## src/rtl/qu_rob_ctrl_if.sv

```systemverilog
// Handshake bundle between the Qu ROB controller and dispatch, RS, CDB and physical RF.
// master = surrounding pipeline, slave = ROB controller.
interface qu_rob_ctrl_if #(
  parameter int unsigned ADDR_W = 3
);
  logic              flush;
  logic              alloc_valid;
  logic [6:0]        alloc_dest;
  logic              alloc_ready;
  logic [ADDR_W-1:0] alloc_addr;
  logic              issue_valid;
  logic [ADDR_W-1:0] issue_addr;
  logic              wb_valid;
  logic [ADDR_W-1:0] wb_addr;
  logic [31:0]       wb_value;
  logic              commit_valid;
  logic              commit_ready;
  logic [6:0]        commit_dest;
  logic [31:0]       commit_value;
  logic [ADDR_W-1:0] commit_addr;
  logic [ADDR_W:0]   rob_count;

  modport master (
    output flush, alloc_valid, alloc_dest, issue_valid, issue_addr,
           wb_valid, wb_addr, wb_value, commit_ready,
    input  alloc_ready, alloc_addr, commit_valid, commit_dest,
           commit_value, commit_addr, rob_count
  );

  modport slave (
    input  flush, alloc_valid, alloc_dest, issue_valid, issue_addr,
           wb_valid, wb_addr, wb_value, commit_ready,
    output alloc_ready, alloc_addr, commit_valid, commit_dest,
           commit_value, commit_addr, rob_count
  );
endinterface

```

## src/rtl/qu_rob_ctrl.sv

```systemverilog
// Reorder-buffer controller: circular buffer of DEPTH cells, in-order commit.
// Optional QU_ROB_COMMIT_BYPASS_EN: writeback to the head entry commits in the same cycle.
module qu_rob_ctrl #(
  parameter int unsigned DEPTH  = 8,
  parameter int unsigned ADDR_W = $clog2(DEPTH)
) (
  input logic         clk,
  input logic         rst,
  qu_rob_ctrl_if.slave bus
);

  typedef enum logic [1:0] {
    ST_EMPTY,
    ST_PENDING,
    ST_EXECUTE,
    ST_RETIRED
  } cell_state_e;

  localparam logic [ADDR_W:0] FULL_CNT = (ADDR_W + 1)'(DEPTH);

  cell_state_e       state_q [DEPTH];
  cell_state_e       state_d [DEPTH];
  logic [6:0]        dest_q  [DEPTH];
  logic [6:0]        dest_d  [DEPTH];
  logic [31:0]       value_q [DEPTH];
  logic [31:0]       value_d [DEPTH];
  logic [ADDR_W-1:0] head_q, head_d, tail_q, tail_d;
  logic [ADDR_W:0]   count_q, count_d;

  logic full, issue_hit, wb_hit, head_ready, commit_ok, commit_fire, alloc_fire;

  assign full      = (count_q == FULL_CNT);
  assign issue_hit = bus.issue_valid && (state_q[bus.issue_addr] == ST_PENDING);
  assign wb_hit    = bus.wb_valid && (state_q[bus.wb_addr] == ST_EXECUTE);

`ifdef QU_ROB_COMMIT_BYPASS_EN
  logic bypass_hit;
  assign bypass_hit       = wb_hit && (bus.wb_addr == head_q);
  assign head_ready       = (state_q[head_q] == ST_RETIRED) || bypass_hit;
  assign bus.commit_value = bypass_hit ? bus.wb_value : value_q[head_q];
`else
  assign head_ready       = (state_q[head_q] == ST_RETIRED);
  assign bus.commit_value = value_q[head_q];
`endif

  // Suppressed during rst/flush so the RF never sees a commit that the ROB then discards.
  assign commit_ok   = head_ready && !rst && !bus.flush;
  assign commit_fire = commit_ok && bus.commit_ready;
  assign alloc_fire  = bus.alloc_valid && !full;

  assign bus.commit_valid = commit_ok;
  assign bus.commit_dest  = dest_q[head_q];
  assign bus.commit_addr  = head_q;
  assign bus.alloc_ready  = !full;
  assign bus.alloc_addr   = tail_q;
  assign bus.rob_count    = count_q;

  always_comb begin
    state_d = state_q;
    dest_d  = dest_q;
    value_d = value_q;
    head_d  = head_q;
    tail_d  = tail_q;
    count_d = count_q;

    if (issue_hit) state_d[bus.issue_addr] = ST_EXECUTE;
    if (wb_hit) begin
      state_d[bus.wb_addr] = ST_RETIRED;
      value_d[bus.wb_addr] = bus.wb_value;
    end
    // Commit is applied after wb so a bypassed head goes straight to EMPTY.
    if (commit_fire) begin
      state_d[head_q] = ST_EMPTY;
      head_d          = head_q + 1'b1;
    end
    if (alloc_fire) begin
      state_d[tail_q] = ST_PENDING;
      dest_d[tail_q]  = bus.alloc_dest;
      value_d[tail_q] = '0;
      tail_d          = tail_q + 1'b1;
    end

    if (alloc_fire && !commit_fire) count_d = count_q + 1'b1;
    else if (commit_fire && !alloc_fire) count_d = count_q - 1'b1;
  end

  always_ff @(posedge clk) begin
    if (rst || bus.flush) begin
      head_q  <= '0;
      tail_q  <= '0;
      count_q <= '0;
      for (int unsigned i = 0; i < DEPTH; i++) begin
        state_q[i] <= ST_EMPTY;
        dest_q[i]  <= '0;
        value_q[i] <= '0;
      end
    end else begin
      head_q  <= head_d;
      tail_q  <= tail_d;
      count_q <= count_d;
      state_q <= state_d;
      dest_q  <= dest_d;
      value_q <= value_d;
    end
  end

endmodule
```

## src/flat_wrapper.sv

```systemverilog
// flat-port wrapper written by rule: the top's interface ports become plain ports
module qu_rob_ctrl_flat 
#(
  parameter int unsigned DEPTH  = 8,
  parameter int unsigned ADDR_W = $clog2(DEPTH)
)
  (clk, rst, bus_flush, bus_alloc_valid, bus_alloc_dest, bus_issue_valid, bus_issue_addr, bus_wb_valid, bus_wb_addr, bus_wb_value, bus_commit_ready, bus_alloc_ready, bus_alloc_addr, bus_commit_valid, bus_commit_dest, bus_commit_value, bus_commit_addr, bus_rob_count);
  qu_rob_ctrl_if #(.ADDR_W(ADDR_W)) bus_i ();
  input logic clk;
  input logic rst;
  input wire logic [$bits(bus_i.flush)-1:0] bus_flush;
  input wire logic [$bits(bus_i.alloc_valid)-1:0] bus_alloc_valid;
  input wire logic [$bits(bus_i.alloc_dest)-1:0] bus_alloc_dest;
  input wire logic [$bits(bus_i.issue_valid)-1:0] bus_issue_valid;
  input wire logic [$bits(bus_i.issue_addr)-1:0] bus_issue_addr;
  input wire logic [$bits(bus_i.wb_valid)-1:0] bus_wb_valid;
  input wire logic [$bits(bus_i.wb_addr)-1:0] bus_wb_addr;
  input wire logic [$bits(bus_i.wb_value)-1:0] bus_wb_value;
  input wire logic [$bits(bus_i.commit_ready)-1:0] bus_commit_ready;
  output wire logic [$bits(bus_i.alloc_ready)-1:0] bus_alloc_ready;
  output wire logic [$bits(bus_i.alloc_addr)-1:0] bus_alloc_addr;
  output wire logic [$bits(bus_i.commit_valid)-1:0] bus_commit_valid;
  output wire logic [$bits(bus_i.commit_dest)-1:0] bus_commit_dest;
  output wire logic [$bits(bus_i.commit_value)-1:0] bus_commit_value;
  output wire logic [$bits(bus_i.commit_addr)-1:0] bus_commit_addr;
  output wire logic [$bits(bus_i.rob_count)-1:0] bus_rob_count;
  assign bus_i.flush = bus_flush;
  assign bus_i.alloc_valid = bus_alloc_valid;
  assign bus_i.alloc_dest = bus_alloc_dest;
  assign bus_i.issue_valid = bus_issue_valid;
  assign bus_i.issue_addr = bus_issue_addr;
  assign bus_i.wb_valid = bus_wb_valid;
  assign bus_i.wb_addr = bus_wb_addr;
  assign bus_i.wb_value = bus_wb_value;
  assign bus_i.commit_ready = bus_commit_ready;
  assign bus_alloc_ready = bus_i.alloc_ready;
  assign bus_alloc_addr = bus_i.alloc_addr;
  assign bus_commit_valid = bus_i.commit_valid;
  assign bus_commit_dest = bus_i.commit_dest;
  assign bus_commit_value = bus_i.commit_value;
  assign bus_commit_addr = bus_i.commit_addr;
  assign bus_rob_count = bus_i.rob_count;
  qu_rob_ctrl #(.DEPTH(DEPTH), .ADDR_W(ADDR_W)) u_core (.clk(clk), .rst(rst), .bus(bus_i));
endmodule
```

## config.mk

```make
export PLATFORM = sky130hd
export DESIGN_NAME = qu_rob_ctrl_flat
export DESIGN_NICKNAME = d
export VERILOG_FILES = /design/src/rtl/qu_rob_ctrl_if.sv /design/src/rtl/qu_rob_ctrl.sv /design/src/flat_wrapper.sv
export SDC_FILE = /design/constraint.sdc
export NUM_CORES = 1
export LEC_CHECK = 0
export CAP_MARGIN = 10
export CORE_UTILIZATION = 45
export DETAILED_ROUTE_END_ITERATION = 10
export PLACE_DENSITY = 0.62
export SYNTH_ARGS = -nofsm -noshare
export SYNTH_HDL_FRONTEND = slang
export SYNTH_SLANG_ARGS = --single-unit
```

## constraint.sdc

```tcl
create_clock -name clk -period 5.2 [get_ports clk]
set_input_delay 0.52 -clock clk [delete_from_list [all_inputs] [get_ports clk]]
set_output_delay 0.52 -clock clk [all_outputs]
set_load 0.02 [all_outputs]
```

# == Yosys cells after proc, flatten, opt, wreduce, memory -nomap -nowiden ==
# Cells that the tools add are included.
# totals
elab_cells,116
out_inout_bits,51
in_bits,52
ff_bits,338
# op_classes
mux,39
order_cmp,8
n_eq_ne,4
addsub,4
n_reduce_logical,19
n_bitwise,15
# op_table
operator,n
two-way mux 256 bit,2
bitwise AND 256 bit,1
bitwise mux 256 bit,1
NOT 256 bit,1
demux 32 bit (select 3 bit),2
two-way mux 32 bit,4
binary-select mux 32 bit (select 3 bit),1
two-way mux 16 bit,4
bitwise mux 56 bit,1
demux 2 bit (select 3 bit),4
binary-select mux 7 bit (select 3 bit),1
demux 7 bit (select 3 bit),1
two-way mux 7 bit,3
two-way mux 2 bit,10
binary-select mux 2 bit (select 3 bit),3
bitwise AND 16 bit,1
bitwise AND 8 bit,2
greater-or-equal comparator 4 bit (second input constant),4
less-than comparator 4 x 1 -> 1 bit (second input constant),4
NOT 16 bit,1
NOT 3 -> 4 bit,4
NOT 8 bit,2
OR 16 bit,1
OR 8 bit,2
11 further kinds,29

# == Longest topological paths before layout ==
# Gate-level depths: netlist of the first run.
# logic_depth
word_depth,14
depth_mapped,15
mapped_depth_nobuf,13

# == Least setup slack after synthesis of the first run ==
# Ideal clock, no wire load.
# synth_path
kind,flip-flop to flip-flop
from,register u_core.head_q[2] (netlist: u_core.bus.commit_addr[2])
to,register u_core.count_q[3] (netlist: u_core.bus.rob_count[3])
setup_ns,0.070
synth_period_minus_slack_ns,2.983
n_path_buf,2
arrival_ns,2.913
path_stages_with_launch,16
required_ns,5.130
slack_ns,2.217
path_cell_list,dfxtp_1 > buf_2 > and3b_1 > clkbuf_1 > a22o_1 > o31ai_4 > nor2_2 > inv_2 > ha_1 > inv_1 > ha_1 > a21o_1 > a21oi_1 > xnor2_1 > or3_1 > a21oi_1
# synth_via
elab_chain_len,11
elab_cells_between_ends,13
cone_classes,eq/ne (1); mux (4); bitwise (1); reduce/logical (7)
# synth_lines
element,line,rtl
"start, declared",qu_rob_ctrl.sv:27,"logic [ADDR_W-1:0] head_q, head_d, tail_q, tail_d;"
"start signal, assigned",qu_rob_ctrl.sv:89,head_q <= '0;
"start signal, assigned",qu_rob_ctrl.sv:98,head_q <= head_d;
NOT 3 -> 4 bit (not written as such) (*),qu_rob_ctrl.sv:42,assign head_ready = (state_q[head_q] == ST_RETIRED);
binary-select mux 2 bit (select 3 bit) (*),qu_rob_ctrl.sv:42,
two-way mux 2 bit (not written as such) (*) (2 in series),qu_rob_ctrl.sv:42,
equality test 2 bit (*),qu_rob_ctrl.sv:42,
logical AND 1 bit (*) (2 in series),qu_rob_ctrl.sv:47,assign commit_ok = head_ready && !rst && !bus.flush;
logical AND 1 bit (*),qu_rob_ctrl.sv:48,assign commit_fire = commit_ok && bus.commit_ready;
logical NOT 1 bit,qu_rob_ctrl.sv:83,if (alloc_fire && !commit_fire) count_d = count_q + 1'b1;
logical AND 1 bit,qu_rob_ctrl.sv:83,
two-way mux 4 bit or nonzero test 2 bit (tied branches),-,
"end signal, assigned",qu_rob_ctrl.sv:100,count_q <= count_d;
"end, declared",qu_rob_ctrl.sv:28,"logic [ADDR_W:0] count_q, count_d;"
# Every way passes the cells marked *; elsewhere a longest branch is shown, timed or not. The select of a mux whose other input is x is not followed.
# A chain may end at the register's enable or synchronous reset.

# == Worst setup path in the final report of the first run ==
# layout_path
from,register u_core.head_q[1] (netlist: u_core.bus.commit_addr[1])
to,output bus_commit_value[0]
# layout_via
elab_chain_len,4
# layout_lines
element,line,rtl
NOT 3 -> 4 bit (not written as such),qu_rob_ctrl.sv:43,assign bus.commit_value = value_q[head_q];
binary-select mux 32 bit (select 3 bit),qu_rob_ctrl.sv:43,
two-way mux 32 bit (not written as such) (2 in series),qu_rob_ctrl.sv:43,
"end, declared",flat_wrapper.sv:24,output wire logic [$bits(bus_i.commit_value)-1:0] bus_commit_value;
# No other way between the ends. The select of a mux whose other input is x is not followed.

==> impl_metrics.tcl, run 1 <==
set metrics [dict create \
    status "complete, no violations" \
    synth_common_cells "338 x dfxtp_1, 323 x nor2_1, 308 x mux2i_1" \
    synthMuxAreaShare_pct 21.5 \
    nFillCells 3066 \
    drt_iter0_drc 864 \
    post_dp_cell_area_mm2 0.0157 \
    synthAdderAreaFrac_pct 0.550 \
    finalSetupViolations 0 \
    final_max_slew_viol_count 0 \
    final_net_count 1585 \
    final.min_clock_period_ps 4080 \
    dpl_worst_slack_ps 1250 \
    synth.most_common_cell "dfxtp_1" \
    postSynth.asyncResetShare_pct 0 \
    area_growth_pct 12.1 \
    ant_nets 0 \
    fp.dieH_um 185 \
    die_area_mm2 0.0341 \
    ios 103 \
    slew_headroom_pct 37.1 \
    drive_gt1_share_pct 7.10 \
    cts_buffers 37 \
    gp_congestion 0.857 \
    drc_errors 0 \
    syn_area_mm2 0.0150 \
    grt_pass1_vias 11100 \
    hold_ws_ps 453 \
    htreeDepth 2 \
    grt_antenna_before_repair 0 \
    critPathMaxFanout 21 \
    crit_arrival_ps 3560 \
    overflow 0 \
    wire_per_inst_um 21.2 \
    postLayoutCellArea_mm2 0.0168 \
    diodes 0 \
    io_buffer_count 102 \
    cts_tree "done" \
    clk_pin_slew_ps 60 \
    max_freq_mhz 245 \
    cts_setup_buffers 0 \
    ys_types 61 \
    ys_ff_latch 338 \
    synth_top_family_by_area "multiplexers" \
    vias 11400 \
    cp-start-kind "register" \
    final.setup.tns_ps 0 \
    synth_compound_area_share_pct 10.7 \
    synth_xor_area_share_pct 0.292 \
    holdBufCountCts 0 \
    netlist_instances 1521 \
    initial_utilization_pct 45.9 \
    via_per_inst 5.73 \
    rsz0062_at_grt "false" \
    power_mw 5.32 \
    ys_seq_area_share_pct 45.1 \
    cp.required_ps 4680 \
    grt_usage_pct 25.2 \
    root_buffer "clkbuf_16" \
    insertion_delay_ps 530 \
    synth.net_count 1579 \
    netlist_top_cells_area "dfxtp_1 45%, mux2i_1 21%, nor2_1 8.1%" \
    yosys.area_share.simple_pct 14.4 \
    worst_slew_pin_slew_ps 936 \
    grt_max_degree 72 \
    ys.flop_type "dfxtp_1" \
    post_cts_resized 0 \
    die_w_um 185 \
    hold_viol 0 \
    grt_pass1_wl_mm 66.1 \
    hold_path_class "register to register" \
    synth_edf_count 0 \
    clockBufferDepth 3 \
    min_period_over_period_pct 78.5 \
    leakagePower_nw 7.57 \
    setup_slack_ps 1120 \
    max-cap-violations 0 \
    wl_mm 42.3 \
    synth.top_cell.area_share_pct 45.1 \
    rows 66 \
    clkSinkCount 338 \
    cp-end-kind "output pin" \
    ys_warn_count 0 \
    avgSynthCellArea_um2 9.87 \
    peakVddDrop_mv 0.206 \
    core-area_mm2 0.0327 \
    skew_ps 17.9 \
    path_class "register to output pin" \
    dp_hpwl_mm 22.5 \
    dr.pass1.iters 6 \
    synth_top_cell_by_area "dfxtp_1" \
    power_density_mw_per_mm2 316 \
]
[report_power, final]
part / switching [mW] / internal (mW)
Clock: 1.04 / 1.46
Combinational: 0.145 / 0.0782
Sequential: 0.00562 / 2.60
[cells by family (layout without fill, tap and decap cells)]
group                      after synthesis  count (layout)
and+or+nand+nor                        472             472
DFF                                    338             338
adders and majority gates                6               6
buffers and inverters                  164             193
xor gates and xnor gates                 5               5
AOI/OAI and AO/OA                      220             220
muxes                                  316             316
[metal layers]
metal  track usage (%)  up-vias  routed length, um  share of wire [%]
met5                 0        -                  0                  0
met3              3.42       62               2730                6.5
met2              40.7      395              19500                 46
met1              34.9     5620              19100                 45
met4              7.67        0                974                2.3
li1                  -     5345                  -                  -
[final cells by class]
cell class	count	area [um^2]	area share, %
clock inverters	6	52.6	0.312
multi-input cells	1019	7160	42.5
inverters	9	33.8	0.201
flip-flops and latches	338	6770	40.2
repair buffers	122	1170	6.96
clock buffers	56	1100	6.52
well taps	442	553	3.29
[cells in the final DEF (no fill, tap or decap), types with 10 or more instances in the layout]
cell type / netlist / layout
buf_4: 5 / 20
a21oi_1: 24 / 24
clkbuf_16: 0 / 37
clkdlybuf4s50_1: 0 / 102
clkbuf_8: 0 / 10
dfxtp_1: 338 / 338
nand4_1: 35 / 35
nand2_1: 45 / 45
mux2i_1: 308 / 308
a22oi_1: 147 / 147
nor2_1: 323 / 323
[final timing paths]
check | start | to | slack (ps) | cells after the start
worst max-delay path | u_core.bus.commit_addr[1] | bus_commit_value[0] | 1120 | 6
worst min-delay path | u_core.dest_q[28] | u_core.dest_q[28] | 450 | 2
worst max register to register | u_core.bus.commit_addr[1] | u_core.bus.rob_count[3] | 1500 | 13
worst min register to register | u_core.dest_q[28] | u_core.dest_q[28] | 450 | 2
[metrics by stage]
| stage | cells | util [%] |
|---|---|---|
| after floorplan | 1521 | - |
| after global placement | 1930 | 48.0 |
| after detailed placement | 1930 | 48.0 |
| after CTS | 1992 | 51.5 |
| after global routing | 1992 | 51.5 |
| final | 1992 | 51.5 |
[critical path, cell delays in order (launching register included)]
cell and delay, ps:
dfxtp_1 790, and2_2 750, buf_4 460, a22o_1 190
a221oi_1 50, nand3_1 170, clkdlybuf4s50_1 620
[registers in the layout, summed over array words and instances, names as in the netlist]
| signal | count |
|---|---|
| u_core.bus.alloc_addr | 3 |
| u_core.state_q | 16 |
| u_core.bus.rob_count | 4 |
| u_core.dest_q | 56 |
| u_core.value_q | 256 |
| u_core.bus.commit_addr | 3 |
Note: power is estimated with default switching activity, not from simulation.
==> inputs of run 2 (changes only) <==
- clock period: 5.2 -> 4.2 ns (I/O delays scaled with it)
==> run 2 against run 1 <==
Against the previous run: combinational power grew 26%; final cell count grew 0.65%; register-to-register slack lost 790 ps; first-iteration DRC count is the same; sequential share of layout area shrank 0.65 points; flip-flop and latch count is the same; via count grew 1.3%; critical endpoint is now bus_commit_value[5]; core utilization grew 0.85 points.
==> impl_metrics.tcl, run 2 (same netlist as run 1, synthesis figures left out) <==
set metrics [dict create \
    largest_register_ff_count 256 \
    setup_slack_ps 383 \
    clockBufferDepth 3 \
    largest_register "u_core.value_q" \
    die_w_um 185 \
    htreeDepth 2 \
    die_area_mm2 0.0341 \
    peakVddDrop_mv 0.318 \
    root_buffer "clkbuf_16" \
    overflow 0 \
    drc_errors 0 \
    drive_gt1_share_pct 7.87 \
    wire_per_inst_um 21.3 \
    final_net_count 1592 \
    post_cts_resized 0 \
    hold_path_class "register to register" \
    max-cap-violations 0 \
    cp-end-kind "output pin" \
    dr.pass1.iters 5 \
    min_period_over_period_pct 90.9 \
    ios 103 \
    clkSinkCount 338 \
    critPathMaxFanout 18 \
    final_max_slew_viol_count 0 \
    power_density_mw_per_mm2 404 \
    cts_tree "done" \
    core-area_mm2 0.0327 \
    grt_antenna_before_repair 2 \
    slew_headroom_pct 35.9 \
    cts_setup_buffers 0 \
    finalSetupViolations 0 \
    grt_usage_pct 24.9 \
    cp-start-kind "register" \
    cts_buffers 37 \
    vias 11600 \
    worst_slew_pin_slew_ps 954 \
    status "complete, no violations" \
    initial_utilization_pct 45.9 \
    fp.dieH_um 185 \
    leakagePower_nw 7.70 \
    final.setup.tns_ps 0 \
    rows 66 \
    drt_iter0_drc 864 \
    final.min_clock_period_ps 3820 \
    insertion_delay_ps 520 \
    grt_pass1_wl_mm 65.5 \
    path_class "register to output pin" \
    hold_viol 0 \
    cp.required_ps 3780 \
    clk_pin_slew_ps 60 \
    holdBufCountCts 0 \
    reg.largest.list "u_core.value_q: 256 flops, u_core.dest_q: 56 flops, u_core.state_q: 16 flops" \
    wl_mm 42.6 \
    rsz0062_at_grt "false" \
    io_buffer_count 102 \
    max_freq_mhz 262 \
    grt_pass1_vias 11000 \
    via_per_inst 5.77 \
    gp_congestion 0.855 \
    power_mw 6.91 \
    area_growth_pct 14.0 \
    crit_arrival_ps 3400 \
    skew_ps 28.8 \
    layout_common_cells "338 x dfxtp_1, 323 x nor2_1, 308 x mux2i_1" \
    grt_max_degree 72 \
    ant_nets 0 \
    dp_hpwl_mm 23.1 \
    final_common_cell "dfxtp_1" \
    dpl_worst_slack_ps 724 \
]
[run 2: worst paths after layout]
path                                                start                 endpoint  slack, ps  cells past startpoint
worst max register to register  u_core.bus.commit_addr[1]  u_core.bus.rob_count[3]        710                     14
worst max-delay path            u_core.bus.commit_addr[0]      bus_commit_value[5]        380                      6
worst min-delay path                    u_core.dest_q[29]        u_core.dest_q[29]        450                      2
worst min register to register          u_core.dest_q[29]        u_core.dest_q[29]        450                      2
[run 2: metrics by stage]
stage	cells	hold slack, ps	utilization, %	area [um^2]
finish	2005	455	52.3	17100
detailed placement	1937	446	48.3	15800
global route	2004	474	52.3	17100
CTS	2004	455	52.3	17100
floorplan	1521	436	-	15000
global placement	1937	441	48.3	15800
[run 2: critical path: stages (launching register included)]
cell and delay (ps):
dfxtp_1 710, nor2b_1 270, and2_2 530, buf_4 360
a22oi_1 120, nand4_1 220, clkdlybuf4s50_1 650
[run 2: metal layers]
metal  vias up  routed length [um]  track usage [%]
met5         -                  18                0
met1      5733               19500             34.6
met4         4                 874             6.81
met2       394               19400             39.9
li1       5372                   -                -
met3        72                2780             3.85
[run 2: power breakdown]
part / leakage (nW) / internal [mW] / switching, mW
registers: 2.72 / 3.21 / 0.00677
clock network: 0.636 / 2.11 / 1.30
logic: 4.34 / 0.100 / 0.180
[run 2: final cells by class]
class	count	area, um^2
Antenna cell	1	2.50
Multi-Input combinational cell	1019	7160
Clock buffer	57	1130
Tap cell	442	553
Inverter	9	33.8
Timing Repair Buffer	129	1300
Sequential cell	338	6770
Fill cell	3066	15600
Clock inverter	10	164
==> inputs of run 3 (changes only) <==
--- a/config.mk
+++ b/config.mk
@@ -7,2 +7,3 @@
 export LEC_CHECK = 0
+export ABC_CLOCK_PERIOD_IN_PS = 4200
 export CAP_MARGIN = 10
@@ -10,2 +11,3 @@
 export DETAILED_ROUTE_END_ITERATION = 10
+export HOLD_SLACK_MARGIN = 0.1
 export PLACE_DENSITY = 0.62
--- a/constraint.sdc
+++ b/constraint.sdc
@@ -3,2 +3,2 @@
 set_output_delay 0.42 -clock clk [all_outputs]
-set_load 0.02 [all_outputs]
+set_load 0.05 [all_outputs]
==> run 3 against run 2 <==
Against the previous run: sequential share of layout area up 0.28 points; core utilization down 0.37 points; critical path depth down 1; count of clock-buffer cells in the layout down 6; first-iteration DRC count up 4.3%; flip-flop and latch count unchanged; critical path type unchanged; critical endpoint unchanged; highest routed layer is now met4.
==> impl_metrics.tcl, run 3 (same netlist as run 1, synthesis figures left out) <==
set metrics [dict create \
    status "complete, no violations" \
    clockBufferDepth 3 \
    final_max_slew_viol_count 0 \
    drt_iter0_drc 901 \
    dp_hpwl_mm 23.5 \
    reg2reg_from "u_core.bus.commit_addr[1]" \
    max-cap-violations 0 \
    area_growth_pct 13.2 \
    peakVddDrop_mv 0.326 \
    reg.largest.list "u_core.value_q: 256 flops, u_core.dest_q: 56 flops, u_core.state_q: 16 flops" \
    slew_headroom_pct 37.0 \
    cpPeakStageDelay_ps 850 \
    fp.dieH_um 185 \
    cp.required_ps 3780 \
    seq_power_share_pct 48.1 \
    final_net_count 1594 \
    power.internal_mw 5.21 \
    grt_antenna_before_repair 2 \
    largest_register_ff_count 256 \
    max_freq_mhz 251 \
    htreeDepth 2 \
    overflow 0 \
    insertion_delay_ps 520 \
    gp_congestion 0.891 \
    p_switching_mw 1.49 \
    clk_pin_slew_ps 60 \
    clkPwrFrac_pct 47.6 \
    layout_common_cells "338 x dfxtp_1, 323 x nor2_1, 308 x mux2i_1" \
    grt_pass1_wl_mm 65.9 \
    rr_endpoint "u_core.bus.rob_count[3]" \
    largest_register "u_core.value_q" \
    reg2regPathDepth 14 \
    netSwitchingFraction_pct 22.2 \
    grt_max_degree 72 \
    drive_gt1_share_pct 7.95 \
    dr.pass1.iters 5 \
    cts_buffers 37 \
    hold_viol 0 \
    cp-end-kind "output pin" \
    vias 11500 \
    post-route-util_pct 51.9 \
    grt_usage_pct 25.1 \
    cts_tree "done" \
    power_density_mw_per_mm2 394 \
    rows 66 \
    cp_slowest_cell "clkdlybuf4s50_1" \
    nFillCells 3029 \
    ios 103 \
    critPathMaxFanout 41 \
    rsz0062_at_grt "false" \
    finalSetupViolations 0 \
    final.min_clock_period_ps 3980 \
    rrSetupSlack_ps 740 \
    wire_per_inst_um 21.2 \
    final_common_cell "dfxtp_1" \
    seqCellArea_mm2 0.00677 \
    crit_arrival_ps 3560 \
    cts_setup_buffers 0 \
    holdPathEnd "u_core.dest_q[28]" \
    min_from "u_core.dest_q[28]" \
    holdBufCountCts 0 \
    initial_utilization_pct 45.9 \
    holdPathStages 2 \
    ant_nets 0 \
    path_class "register to output pin" \
    p_comb_share_pct 4.4 \
    multi_input_area_mm2 0.00716 \
    die_w_um 185 \
    via_per_inst 5.73 \
    wl_mm 42.5 \
    leakagePower_nw 7.65 \
    min_period_over_period_pct 94.8 \
    grt_pass1_vias 11200 \
    die_area_mm2 0.0341 \
    skew_ps 19.2 \
    final.setup.tns_ps 0 \
    clkSinkCount 338 \
    post_cts_resized 0 \
    hold_path_class "register to register" \
    crit_chain "and3b_2 > buf_4 > a22oi_1 > nand4_1 > clkdlybuf4s50_1" \
    worst_slew_pin_slew_ps 938 \
    drc_errors 0 \
    cp-start-kind "register" \
    core-area_mm2 0.0327 \
    io_buffer_count 102 \
    root_buffer "clkbuf_16" \
]
run 3: changes by cell type in the layout (fill, tap and decap cells not counted):
cell,previous run,this run
buf_12,6,4
buf_4,21,25
bufinv_16,4,2
clkbuf_1,8,5
clkbuf_16,38,37
clkbuf_8,11,9
clkinv_2,4,8
clkinv_8,1,0
clkinvlp_4,1,0
inv_6,0,2
run 3: metal layers:
layer	routed length, um	up-vias	GRT usage (%)
li1	-	5368	-
met2	19200	382	40.2
met5	0	-	0
met4	1070	0	7.74
met3	2650	81	3.69
met1	19600	5645	34.7
run 3: worst max-delay path: cells and delay by family (launching register included):
kind | cells | cell delay [ps]
buffers and inverters | 2 | 1460
AOI/OAI and AO/OA | 1 | 210
DFF | 1 | 790
and+or+nand+nor | 2 | 570
run 3: layout make-up:
class / count / area share (%)
well taps: 442 / 3.26
flip-flops and latches: 338 / 39.8
repair buffers: 131 / 7.59
clock buffers: 51 / 6.29
inverters: 9 / 0.199
multi-input cells: 1019 / 42.1
clock inverters: 12 / 0.692
diodes: 1 / 0.0147
run 3: worst max-delay path by stage:
stage,from,slack [ps],to,cells past startpoint
2_1_floorplan,u_core.bus.commit_addr[2],980,u_core.bus.rob_count[3],15
3_3_place_gp,rst,750,u_core.bus.rob_count[3],15
3_5_place_dp,rst,690,u_core.bus.rob_count[3],15
4_1_cts,u_core.bus.commit_addr[0],250,bus_commit_value[16],6
5_1_grt,u_core.bus.commit_addr[1],110,bus_commit_value[5],5
6_report,u_core.bus.commit_addr[1],220,bus_commit_value[5],5
run 3: through the flow:
step	instance area [um^2]	setup WS, ps	power, mW	instances	hold WS, ps
after CTS	17000	254	6.76	2002	454
after global routing	17000	111	6.91	2002	470
after floorplan	15000	977	3.47	1521	436
final	17000	220	6.70	2003	453
after global placement	15800	745	3.58	1939	443
after detailed placement	15800	690	3.58	1939	446
run 3: power by group through the flow:
| stage | clock network, mW | logic [mW] | registers (mW) |
|---|---|---|---|
| final | 3.19 | 0.293 | 3.22 |
| after CTS | 3.25 | 0.293 | 3.22 |
| after global placement | 0 | 0.290 | 3.29 |
| after global routing | 3.38 | 0.311 | 3.22 |
| after floorplan | 0 | 0.168 | 3.30 |
| after detailed placement | 0 | 0.292 | 3.29 |
